[src/rtl/out_monitor_if.sv]
// Bus between the N/M burst state machine, the out_monitor checker and the
// test controller: the monitored burst signals plus the latched report.
interface out_monitor_if #(
    parameter int CW = 8,
    parameter int PW = 5
);
    logic          running;
    logic          out_in;
    logic          bis_end;
    logic          ack;
    logic          done;
    logic          pass;
    logic [2:0]    err;
    logic [PW-1:0] pulse_count;
    logic [CW-1:0] min_high;
    logic [CW-1:0] max_high;

    // Stimulus / controller side.
    modport master (
        output running, out_in, bis_end, ack,
        input  done, pass, err, pulse_count, min_high, max_high
    );

    // Checker side.
    modport slave (
        input  running, out_in, bis_end, ack,
        output done, pass, err, pulse_count, min_high, max_high
    );
endinterface

[src/rtl/out_monitor.sv]
// Burst checker: measures every OUT high pulse and counts the pulses of one
// burst, then latches a pass/fail report held until the controller acks it.
module out_monitor #(
    parameter int EXP_HIGH   = 6,
    parameter int EXP_PULSES = 13,
    parameter int CW         = 8,
    parameter int PW         = 5
) (
    input  logic         clk,
    input  logic         reset,
    out_monitor_if.slave bus
);
    typedef enum logic [1:0] {IDLE, MEASURE, REPORT} state_t;

    localparam logic [CW-1:0] EXP_HIGH_W   = CW'(EXP_HIGH);
    localparam logic [PW-1:0] EXP_PULSES_W = PW'(EXP_PULSES);

    state_t        state_q, state_d;
    logic          run_q, out_q;
    logic [CW-1:0] high_len_q, high_len_d;
    logic          done_q, done_d;
    logic          pass_q, pass_d;
    logic [2:0]    err_q, err_d;
    logic [PW-1:0] count_q, count_d;
    logic [CW-1:0] min_q, min_d;
    logic [CW-1:0] max_q, max_d;

    logic          arm, burst_end, abort, close;
    logic [CW-1:0] high_inc, close_len;

    // Event decode shared by the next-state and output logic.
    assign arm       = (state_q == IDLE) && bus.running && !run_q;
    assign burst_end = (state_q == MEASURE) && bus.bis_end;
    // A running fall coinciding with bis_end is a normal end, not an abort.
    assign abort     = (state_q == MEASURE) && !bus.running && run_q && !bus.bis_end;
    // A pulse closes on its falling edge, or on bis_end while still high.
    assign close     = (state_q == MEASURE) &&
                       ((out_q && !bus.out_in) || (bus.bis_end && bus.out_in));
    assign high_inc  = (high_len_q == '1) ? high_len_q : high_len_q + CW'(1);
    assign close_len = (bus.bis_end && bus.out_in) ? high_inc : high_len_q;

    // State register.
    // NOTE: reset is synchronous here, so it only lives inside the clocked branch.
    always_ff @(posedge clk) begin
        if (!reset) state_q <= IDLE;
        else        state_q <= state_d;
    end

    // Next-state logic.
    // NOTE: a default assignment first keeps every comb block latch-free.
    always_comb begin
        state_d = state_q;
        case (state_q)
            IDLE:    if (arm) state_d = MEASURE;
            MEASURE: if (burst_end || abort) state_d = REPORT;
            REPORT:  if (bus.ack) state_d = IDLE;
            default: state_d = IDLE;
        endcase
    end

    // Output logic: next values of the measurement and report registers.
    always_comb begin
        high_len_d = high_len_q;
        pass_d     = pass_q;
        err_d      = err_q;
        count_d    = count_q;
        min_d      = min_q;
        max_d      = max_q;
        case (state_q)
            IDLE: begin
                if (arm) begin
                    err_d      = '0;
                    pass_d     = 1'b0;
                    count_d    = '0;
                    max_d      = '0;
                    min_d      = '1;
                    high_len_d = bus.out_in ? CW'(1) : '0;
                end
            end
            MEASURE: begin
                if (close)           high_len_d = '0;
                else if (bus.out_in) high_len_d = high_inc;
                if (close) begin
                    count_d = (count_q == '1) ? count_q : count_q + PW'(1);
                    if (close_len < min_q)      min_d    = close_len;
                    if (close_len > max_q)      max_d    = close_len;
                    if (close_len != EXP_HIGH_W) err_d[0] = 1'b1;
                end
                if (burst_end) begin
                    err_d[1] = (count_d != EXP_PULSES_W);
                    pass_d   = !err_d[0] && !err_d[1];
                end else if (abort) begin
                    err_d[2] = 1'b1;
                    pass_d   = 1'b0;
                end
            end
            default: ;
        endcase
    end

    assign done_d = (state_d == REPORT);

    // Datapath and report registers, plus the input history.
    // NOTE: non-blocking assignments so every register samples pre-edge values.
    always_ff @(posedge clk) begin
        if (!reset) begin
            run_q      <= 1'b0;
            out_q      <= 1'b0;
            high_len_q <= '0;
            done_q     <= 1'b0;
            pass_q     <= 1'b0;
            err_q      <= '0;
            count_q    <= '0;
            min_q      <= '0;
            max_q      <= '0;
        end else begin
            run_q      <= bus.running;
            out_q      <= bus.out_in;
            high_len_q <= high_len_d;
            done_q     <= done_d;
            pass_q     <= pass_d;
            err_q      <= err_d;
            count_q    <= count_d;
            min_q      <= min_d;
            max_q      <= max_d;
        end
    end

    assign bus.done        = done_q;
    assign bus.pass        = pass_q;
    assign bus.err         = err_q;
    assign bus.pulse_count = count_q;
    assign bus.min_high    = min_q;
    assign bus.max_high    = max_q;
endmodule
[src/flat_wrapper.sv]
// flat-port wrapper written by rule: the top's interface ports become plain ports
module out_monitor_flat 
#(
    parameter int EXP_HIGH   = 6,
    parameter int EXP_PULSES = 13,
    parameter int CW         = 8,
    parameter int PW         = 5
)
  (clk, reset, bus_running, bus_out_in, bus_bis_end, bus_ack, bus_done, bus_pass, bus_err, bus_pulse_count, bus_min_high, bus_max_high);
  out_monitor_if #(.CW(CW), .PW(PW)) bus_i ();
  input  logic clk;
  input  logic reset;
  input wire logic [$bits(bus_i.running)-1:0] bus_running;
  input wire logic [$bits(bus_i.out_in)-1:0] bus_out_in;
  input wire logic [$bits(bus_i.bis_end)-1:0] bus_bis_end;
  input wire logic [$bits(bus_i.ack)-1:0] bus_ack;
  output wire logic [$bits(bus_i.done)-1:0] bus_done;
  output wire logic [$bits(bus_i.pass)-1:0] bus_pass;
  output wire logic [$bits(bus_i.err)-1:0] bus_err;
  output wire logic [$bits(bus_i.pulse_count)-1:0] bus_pulse_count;
  output wire logic [$bits(bus_i.min_high)-1:0] bus_min_high;
  output wire logic [$bits(bus_i.max_high)-1:0] bus_max_high;
  assign bus_i.running = bus_running;
  assign bus_i.out_in = bus_out_in;
  assign bus_i.bis_end = bus_bis_end;
  assign bus_i.ack = bus_ack;
  assign bus_done = bus_i.done;
  assign bus_pass = bus_i.pass;
  assign bus_err = bus_i.err;
  assign bus_pulse_count = bus_i.pulse_count;
  assign bus_min_high = bus_i.min_high;
  assign bus_max_high = bus_i.max_high;
  out_monitor #(.EXP_HIGH(EXP_HIGH), .EXP_PULSES(EXP_PULSES), .CW(CW), .PW(PW)) u_core (.clk(clk), .reset(reset), .bus(bus_i));
endmodule
[config.mk]
export PLATFORM = sky130hd
export DESIGN_NAME = out_monitor_flat
export DESIGN_NICKNAME = d
export VERILOG_FILES = /design/src/rtl/out_monitor_if.sv /design/src/rtl/out_monitor.sv /design/src/flat_wrapper.sv
export SDC_FILE = /design/constraint.sdc
export NUM_CORES = 1
export LEC_CHECK = 0
export ABC_AREA = 1
export BUFFER_PORTS_ARGS = -buffer_cell sky130_fd_sc_hd__buf_2
export CORE_MARGIN = 1
export CORE_UTILIZATION = 45
export DETAILED_ROUTE_END_ITERATION = 16
export PLACE_DENSITY_LB_ADDON = 0.12
export SLEW_MARGIN = 20
export SYNTH_ARGS = -nofsm -noshare
export SYNTH_HDL_FRONTEND = slang
export SYNTH_SLANG_ARGS = --single-unit
[constraint.sdc]
create_clock -name clk -period 8 [get_ports clk]
set_input_delay 1.2 -clock clk [delete_from_list [all_inputs] [get_ports clk]]
set_output_delay 1.2 -clock clk [all_outputs]
set_load 0.005 [all_outputs]
# == Word-level counts from Yosys, hierarchy flattened ==
# Index checks and enable logic that the tools add are counted.
# word_totals
inputBits,6
word_cells,95
output_inout_bits,26
register_bits,38
# classes
muxes,36
addsub,2
n_reduce_logical,27
eq_ne,16
order_cmp,2
# op_table
cell,n
8-bit 2-to-1 mux,11
8-bit one-hot mux with 2 select lines,3
5-bit 2-to-1 mux,4
4-bit AND reduction,3
1-bit logical AND,10
1-bit 2-to-1 mux,10
5-bit one-hot mux with 2 select lines,1
3-bit AND reduction,3
8-bit by 1-bit adder with 8-bit output (second input constant),1
8-bit equality test (second input constant),1
8-bit greater-than comparator,1
8-bit < comparator,1
2-bit by 1-bit inequality test with 1-bit output (second input constant),4
8-bit by 3-bit inequality test with 1-bit output (second input constant),1
1-bit zero test,6
2-bit 2-to-1 mux,3
2-bit inequality test (second input constant),3
2-bit one-hot mux with 3 select lines,1
3-bit one-hot mux with 2 select lines,1
5-bit by 1-bit adder with 5-bit output (second input constant),1
5-bit equality test (second input constant),1
5-bit by 4-bit inequality test with 1-bit output (second input constant),1
2-bit equality test (second input constant),2
3-bit 2-to-1 mux,1
other kinds (8),9

# == Depth between registers and ports, before layout ==
# Gate-level depths: netlist (run 1).
# depth
ltp_word,11
depth_mapped,21
ltp_nobuf,21

# == Worst setup path before layout (run 1) ==
# Ideal clock, no wire load.
# synth_timing
path_kind,input -> register
start,input bus_out_in
end,register u_core.max_q[4] (netlist: u_core.bus.max_high[4])
arrival_time_ns,2.965
setup_slack_ns,4.907
cell_stages,17
cell_sequence,nand2_1 clkbuf_1 nand2_1 o21ai_0 inv_1 ha_1 nand2_1 nor2_1 nand2_1 nor2_1 nand4_1 nand2_1 nand2_4 nand2_4 nand2_1 nand2_1 nor2_1
# synth_between
elab_chain_cells,6
elab_cells_between_ends,13
classes_between,order compare (1); eq/ne (2); mux (4); reduce/logical (6)
# synth_rtl
item,line_no,text
from (decl),flat_wrapper.sv:14,input wire logic [$bits(bus_i.out_in)-1:0] bus_out_in;
"parallel branches: the longest is 6 deep, another holds 8-bit greater-than comparator",n/a,
to (signal assigned),out_monitor.sv:125,max_q <= max_d;
to (decl),out_monitor.sv:26,"logic [CW-1:0] max_q, max_d;"
# Several ways; the timed one is not identified. The select of a mux whose other input is x is not followed.
# A chain may end at the register's enable or synchronous reset.

# == Worst setup path in the final report (run 1) ==
# layout_timing
start,input bus_out_in
end,register u_core.max_q[6] (netlist: u_core.bus.max_high[6])
# The elaborated chain is that of the path after synthesis.

==> impl_metrics.toml, run 1 <==
[logic_synthesis]
avgSynthCellArea_um2 = 6.401
synth_top_area_share_pct = 31.28
synth_cell_types = 31
async_flop_share_pct = 0
yosys_warnings = 0
synthFlopType = "dfxtp_1"
synth_most_common_cell = "nand2_1"
syn_nets = 402
yosys-top-cells-area = "dfxtp_1 31%, nand2_1 17%, ha_1 8.2%"
synth_common_cells = "110 x nand2_1, 51 x inv_1, 45 x nor2_1"
synth_cells = 380
synth_edf_count = 0
synth_seq_cells = 38
synth_area_leader_cell = "dfxtp_1"
seq_area_frac_synth_pct = 31.28
syn_area_um2 = 2432

[clocking]
cts_hold_buffers = 0
post_cts.repair.setup_buffers = 0
clock_path_buffers = 2
htreeDepth = 2
clkSinkCount = 38
cts_tree = "done"
cts_buffers = 5
clk_pin_slew_ns = 0.09
cts_root_buffer = "clkbuf_8"
clk_latency_ns = 0.30
cts_resized = 0

[critical_path]
path_max_fanout = 13
cp-start-kind = "input pin"
critPathRequiredTime_ns = 8.22
cp.buffers_inverters = 3
crit_arrival_ns = 3.54
setup.worst_path.end_class = "flop"
cpMostUsedCell = "nand2_1"
cpLargestDelayFamily = "simple AND/OR/NAND/NOR gates"
crit_type = "input pin to flop"
critPathMaxStageDelay_ns = 0.29
crit_chain = "buf_2, nand2_1, inv_1, o21ai_0, inv_1, ha_1, nand2_1, nor2_1, nand2_1, nor2_1, nand2_1, nand3_1, nand2_1, nand2_4, nand2_4, nand2_1, nand2_1, nor2_1"
cp_slowest_cell = "nand2_1"

[timing]
holdWs_ns = 0.4720
setup_viol = 0
slew_headroom_pct = 34.85
final-hold-violation-count = 0
tns_ns = 0
period_share_pct = 41.47
slew_violations = 0
tightest_slew_ns = 0.9762
fmax_mhz = 301.4
post-route-min-period_ns = 3.318
finClkSkew_ns = 0.009416
rsz0062_at_grt = "no"

[outcome]
status = "finished clean"

[floorplanning]
io-pin-count = 32
die_w_um = 75.52
rows = 26
start_util_pct = 47.02
die_y_um = 75.52
core_area_um2 = 5172
die_area_um2 = 5703

[drt]
via_per_inst = 4.925
drc = 0
detail-route-antenna-nets = 0
routedWlPerCell_um = 11.47
firstDrtPassIters = 4
drt_iter0_markers = 148
drt-total-wl_um = 5504
vias = 2364

[power]
ir_drop_v = 0.0001217
leakagePower_nw = 1.381
power_density_nw_per_um2 = 174.1
p_total_mw = 0.4740

[grt]
grt_max_degree = 27
grt_pass1_wl_um = 8776
antenna_found_initial = 0
grt_pass1_vias = 2017
gr-total-overflow = 0
gr-usage-all-layers_pct = 20.25

[finish]
area_delta_synth_final_pct = 11.93
num_antenna_cells = 0
final_cell_area_um2 = 2723
final_nets = 431
drive_gt1_share_pct = 13.66

[placed_design]
port_buffers = 31
place_area_um2 = 2628
place.gp.congestion = 0.8546
dp_hpwl_um = 4110

[worst_hold_path]
hold_path.class = "flop to flop"

[run]
maxCapViolCount = 0
where the power goes:
group	internal, mW	switching [mW]	total, mW	leakage [nW]
clock	0.0694	0.0743	0.144	0.0472
combinational	0.0436	0.0750	0.119	1.02
sequential	0.203	0.00902	0.212	0.311
total	0.316	0.158	0.474	1.38
cell families (layout without fill, tap and decap cells):
family | after synthesis | count (layout) | synth area share, %
buffers and inverters | 63 | 93 | 10.44
adder cells (fa/ha/maj) | 16 | 16 | 8.230
AO/OA/AOI/OAI | 55 | 55 | 12.24
XOR/XNOR | 2 | 2 | 0.7203
flip-flops | 38 | 38 | 31.28
AND/OR/NAND/NOR | 206 | 206 | 37.09
worst reg2reg max path, delay by kind of cell, from the launching register on:
kind            cells  cell delay, ns
compound gates      2            0.37
buf+inv             1            0.15
flops               1            0.45
fa+ha+maj           2            0.52
simple gates       16            1.42
through the flow:
step / utilization, % / setup WS, ns / std cells
4_1_cts: 52.64 / 4.690 / 480
6_report: 52.64 / 4.682 / 480
2_1_floorplan: - / 4.907 / 380
5_1_grt: 52.64 / 4.345 / 480
3_5_place_dp: 50.80 / 4.375 / 472
3_3_place_gp: 50.80 / 4.403 / 472
flip-flops by register name, indices dropped and copies added, names as in the netlist:
signal,count
u_core.bus.max_high,8
u_core.bus.min_high,8
u_core.high_len_q,8
u_core.bus.pulse_count,5
u_core.bus.err,3
u_core.state_q,2
u_core.bus.done,1
u_core.bus.pass,1
u_core.out_q,1
u_core.run_q,1
path summary, 6_finish.rpt:
kind	startpoint	endpoint	slack [ns]	cells past startpoint
worst min-delay path	u_core.bus.err[2]	u_core.bus.err[2]	0.47	2
worst max register to register	u_core.high_len_q[0]	u_core.bus.max_high[6]	5.02	21
worst min register to register	u_core.bus.err[2]	u_core.bus.err[2]	0.47	2
worst max-delay path	bus_out_in	u_core.bus.max_high[6]	4.68	18
layout by cell type, fill, tap and decap left out, types with 3 or more instances in the layout:
master / n
nand2_1: 110
ha_1: 16
nand4_1: 3
clkbuf_8: 6
dfxtp_1: 38
nand2_4: 5
nor2_1: 45
inv_1: 51
a21oi_1: 30
nand3_1: 32
o21ai_0: 16
nor2_2: 3
buf_2: 31
cell type report:
class,count,area [um2]
clock inverter,2,12.51
multi-input combinational,279,1418
fill,527,2450
inverter,53,198.9
timing repair buffer,32,162.7
clock buffer,6,82.58
sequential,38,760.7
tap,70,87.58
per-layer routing:
layer  track usage (%)  share of wire [%]  up-vias
li1                  -                  -     1265
met5                 0                  0        -
met3             4.762                3.3        6
met4             5.556                1.4        0
met2             33.83                 45       42
met1             26.14                 50     1051
(Power assumes the default switching activity.)
==> inputs of run 2 (changes only) <==
Clock period 8 ns to 3.12 ns, I/O delays scaled along.
==> run 2 against run 1 <==
Combinational power rose to 2.6 times the previous value; critical path depth up 1; wire length up 1.8%; setup slack worse by 4.4 ns; final cell count up 1.5%; utilization up 0.97 points.
==> impl_metrics.toml, run 2 (synthesis results as in run 1) <==
[finish]
mostFrequentLayoutCell = "nand2_1"
area_delta_synth_final_pct = 13.99
final_cell_area_um2 = 2773
final_nets = 438
stdcell_count = 487
final_cell_mix = "110 x nand2_1, 51 x inv_1, 45 x nor2_1"
drive_gt1_share_pct = 15.11
num_antenna_cells = 0

[clocking]
clkSinkCount = 38
cts_tree = "done"
cts_root_buffer = "clkbuf_8"
cts_buffers = 5
clk_pin_slew_ns = 0.07
htreeDepth = 2
clock_path_buffers = 2
clk_latency_ns = 0.29

[critical_path]
cp_slowest_cell = "dfxtp_1"
crit_type = "flop to flop"
critPathRequiredTime_ns = 3.28
cp-start-kind = "flop"
path_max_fanout = 9
ff2ff_setup_slack_ns = 0.28
setup.worst_path.end_class = "flop"
crit_chain = "nand3_1, nor2_1, buf_4, nand2_1, nand2_1, nand3_1, o21ai_0, inv_1, ha_1, a21oi_1, nor2_1, a211oi_1, nand3_1, nand2_1, nand2_4, nand2_4, nand2_1, nand2_1, nor2_1"
crit_arrival_ns = 3.00
critPathMaxStageDelay_ns = 0.40
cpMostUsedCell = "nand2_1"

[placed_design]
port_buffers = 31
place_area_um2 = 2658
post-place-ws_ns = 0.2041
placed_cells = 476
dp_hpwl_um = 4223
place.gp.congestion = 0.9613

[grt]
gr-total-overflow = 0
gr-usage-all-layers_pct = 21.54
grt_pass1_wl_um = 9397
grt_max_degree = 27
antenna_found_initial = 0
grt_pass1_vias = 2105

[timing]
fin_ws_ns = 0.2786
slew_violations = 0
holdWs_ns = 0.3719
finClkSkew_ns = 0.006163
tns_ns = 0
tightest_slew_ns = 0.6766
post-route-min-period_ns = 2.841
fmax_mhz = 351.9
setup_viol = 0
slew_headroom_pct = 54.62
period_share_pct = 91.07
final-hold-violation-count = 0

[floorplanning]
core_area_um2 = 5172
die_w_um = 75.52
die_area_um2 = 5703
start_util_pct = 47.02
io-pin-count = 32
rows = 26
die_y_um = 75.52

[drt]
via_per_inst = 4.953
drt_iter0_markers = 141
detail-route-antenna-nets = 0
drc = 0
firstDrtPassIters = 4
vias = 2412
drt-total-wl_um = 5602
routedWlPerCell_um = 11.50

[power]
comb_power_share_pct = 25.9
ir_drop_v = 0.0002231
clkPwrFrac_pct = 29.0
leakagePower_nw = 1.418
p_int_mw = 0.8164
power_density_nw_per_um2 = 434.8
p_sw_share_pct = 32.27
seq_power_share_pct = 45.1
switchingPower_mw = 0.3890

[worst_hold_path]
hold_path.class = "input pin to flop"

[run]
maxCapViolCount = 0

[outcome]
status = "finished clean"
run 2: cell types whose count changed in the layout (fill, tap and decap cells not counted), sizes merged:
cell	before	now
buf	32	39
clkinvlp	1	0
clkbuf	6	7
run 2: worst paths after layout:
path,startpoint,to,cells past startpoint
worst min-delay path,bus_running,u_core.run_q,3
worst max-delay path,u_core.high_len_q[1],u_core.bus.max_high[6],19
worst min register to register,u_core.bus.err[2],u_core.bus.err[2],2
worst max register to register,u_core.high_len_q[1],u_core.bus.max_high[6],19
run 2: routing by layer:
layer	up-vias	GRT usage, %	wire, um
met2	59	35.42	2554
met4	0	5.967	29
met5	-	0	0
met3	2	4.497	261
met1	1073	28.62	2757
li1	1278	-	-
run 2: what timing repair did:
item                                    CTS  global route
endpoints found under the setup margin    0             8
endpoints found under the hold margin     0             0
buffers inserted                          0             3
resized for setup                         0             3
hold buffers                              0             0
run 2: layout make-up:
| type | instances | area, um2 |
|---|---|---|
| Fill cell | 540 | 2400 |
| Multi-Input combinational cell | 279 | 1418 |
| Sequential cell | 38 | 762.0 |
| Timing Repair Buffer | 39 | 215.2 |
| Inverter | 53 | 198.9 |
| Tap cell | 70 | 87.58 |
| Clock buffer | 7 | 86.33 |
| Clock inverter | 1 | 5.005 |
run 2: critical path, delay by kind of cell (launching register included):
family,cells,cell delay (ns)
fa+ha+maj,1,0.31
buf+inv,2,0.31
flops,1,0.40
simple gates,13,1.12
compound gates,3,0.58
run 2: through the flow:
step	total power, mW	utilization, %
6_report	1.205	53.60
5_1_grt	1.299	53.60
4_1_cts	1.219	53.14
3_5_place_dp	0.8642	51.38
3_3_place_gp	0.8610	51.38
2_1_floorplan	0.7822	-
run 2: power by group through the flow:
stage	Sequential, mW	Clock [mW]	Combinational (mW)
floorplan	0.555	0	0.227
global placement	0.554	0	0.307
detailed placement	0.555	0	0.309
CTS	0.544	0.365	0.310
global route	0.550	0.382	0.368
finish	0.544	0.350	0.312
==> inputs of run 3 (changes only) <==
Settings changed: CORE_UTILIZATION 45 to 30, CTS_BUF_LIST set to sky130_fd_sc_hd__clkbuf_4 sky130_fd_sc_hd__clkbuf_8.
==> run 3 against run 2 <==
Register-to-register slack is essentially flat; final cell count grew 6.8%; via count fell by 0.29%; flip-flop and latch count did not move; clock power up 5%; non-clock buffer count up 1; global-route usage is 5.8 points lower; total power increased by 1.9%; setup slack got worse by 0.0036 ns; critical path type unchanged.
==> impl_metrics.toml, run 3 (synthesis results as in run 1) <==
[critical_path]
critPathRequiredTime_ns = 3.30
setup.worst_path.end_class = "flop"
path_max_fanout = 9
crit_arrival_ns = 3.03
cp-start-kind = "flop"
crit_type = "flop to flop"

[timing]
slew_violations = 0
tightest_slew_ns = 0.6065
slew_headroom_pct = 59.42
finClkSkew_ns = 0.008404
tns_ns = 0
fin_ws_ns = 0.2750
post-route-min-period_ns = 2.845
fmax_mhz = 351.5
period_share_pct = 91.19
setup_viol = 0
final-hold-violation-count = 0

[drt]
via_per_inst = 4.625
drt_iter0_markers = 74
drc = 0
firstDrtPassIters = 4
detail-route-antenna-nets = 0
vias = 2405
drt-total-wl_um = 6183
routedWlPerCell_um = 11.89

[clocking]
htreeDepth = 2
clock_path_buffers = 2
cts_buffers = 5
clk_latency_ns = 0.30
cts_hold_buffers = 0
cts_tree = "done"
clk_pin_slew_ns = 0.08
clkSinkCount = 38
cts_root_buffer = "clkbuf_8"

[floorplanning]
die_area_um2 = 8472
core_area_um2 = 7767
die_w_um = 92.05
start_util_pct = 31.31
rows = 32
die_y_um = 92.05
io-pin-count = 32

[finish]
mostFrequentLayoutCell = "nand2_1"
final_cell_mix = "110 x nand2_1, 51 x inv_1, 44 x nor2_1"
num_antenna_cells = 0
final_nets = 439
area_delta_synth_final_pct = 16.36
drive_gt1_share_pct = 15.55

[placed_design]
port_buffers = 31
dp_hpwl_um = 4690
place.gp.congestion = 0.8172
post-place-ws_ns = 0.1774

[power]
switchingPower_mw = 0.4121
seq_power_share_pct = 44.2
ir_drop_v = 0.0001484
comb_power_share_pct = 25.8
leakagePower_nw = 1.421
clkPwrFrac_pct = 30.0
p_total_mw = 1.228
p_sw_share_pct = 33.55
power_density_nw_per_um2 = 434.0
p_int_mw = 0.8162

[grt]
grt_max_degree = 17
antenna_found_initial = 0
grt_pass1_vias = 2266
gr-total-overflow = 0
grt_pass1_wl_um = 10700
gr-usage-all-layers_pct = 15.78

[worst_hold_path]
hold_path.class = "input pin to flop"

[outcome]
status = "finished clean"

[run]
maxCapViolCount = 0
## run 3: worst paths after layout
| kind | end | cells after the start | startpoint | slack [ns] |
|---|---|---|---|---|
| min | u_core.run_q | 3 | bus_running | 0.37 |
| max reg2reg | u_core.bus.max_high[4] | 19 | u_core.high_len_q[0] | 0.27 |
| max | u_core.bus.max_high[4] | 19 | u_core.high_len_q[0] | 0.27 |
| min reg2reg | u_core.bus.err[2] | 2 | u_core.bus.err[2] | 0.47 |
## run 3: routing by layer
layer  GRT usage, %  vias to the layer above  part of all wire [%]
met5              0                        -                     0
met4          3.906                        0                  0.99
met3          2.985                        7                   3.0
met2          25.87                       33                    45
met1          21.19                     1083                    51
li1               -                     1282                     -
## run 3: stage by stage
step | instance area [um2] | hold slack [ns] | instances | util, %
after global placement | 2720 | 0.4556 | 511 | 35.02
after CTS | 2815 | 0.3608 | 519 | 36.24
after floorplan | 2432 | 0.4542 | 380 | -
after global routing | 2830 | 0.3683 | 520 | 36.44
after detailed placement | 2720 | 0.4573 | 511 | 35.02
final | 2830 | 0.3653 | 520 | 36.44
## run 3: timing repair
action                     4_1_cts  5_1_grt
setup buffers                    0        1
gates resized for setup          0        4
setup endpoints to repair        0       10
## run 3: area by class of cell
class	instances	area, um2
multi-input combinational	279	1425
tap	102	127.6
fill	861	4937
clock buffer	6	82.58
sequential	38	760.7
timing repair buffer	40	222.7
inverter	53	198.9
clock inverter	2	12.51
## run 3: power groups by stage
stage          registers (mW)  clock network (mW)  logic [mW]
2_1_floorplan           0.555                   0       0.227
3_3_place_gp            0.554                   0       0.320
3_5_place_dp            0.555                   0       0.318
4_1_cts                 0.543               0.384       0.320
5_1_grt                 0.548               0.405       0.370
6_report                0.543               0.368       0.317
## run 3: critical path, stage by stage, from the launching register on
cell and delay, ns:
dfxtp_1 0.34, ha_1 0.22, nand2_1 0.10, nor2_2 0.06, nand2_4 0.13, nand3_1 0.10
o21ai_0 0.29, inv_1 0.19, ha_1 0.33, nand2_1 0.05, nor2_1 0.12, nand2_1 0.07
nor2_1 0.14, nand4_1 0.11, nand2_1 0.12, nand2_4 0.09, nand2_4 0.11, nand2_1 0.06
nand2_1 0.05, nor2_1 0.04
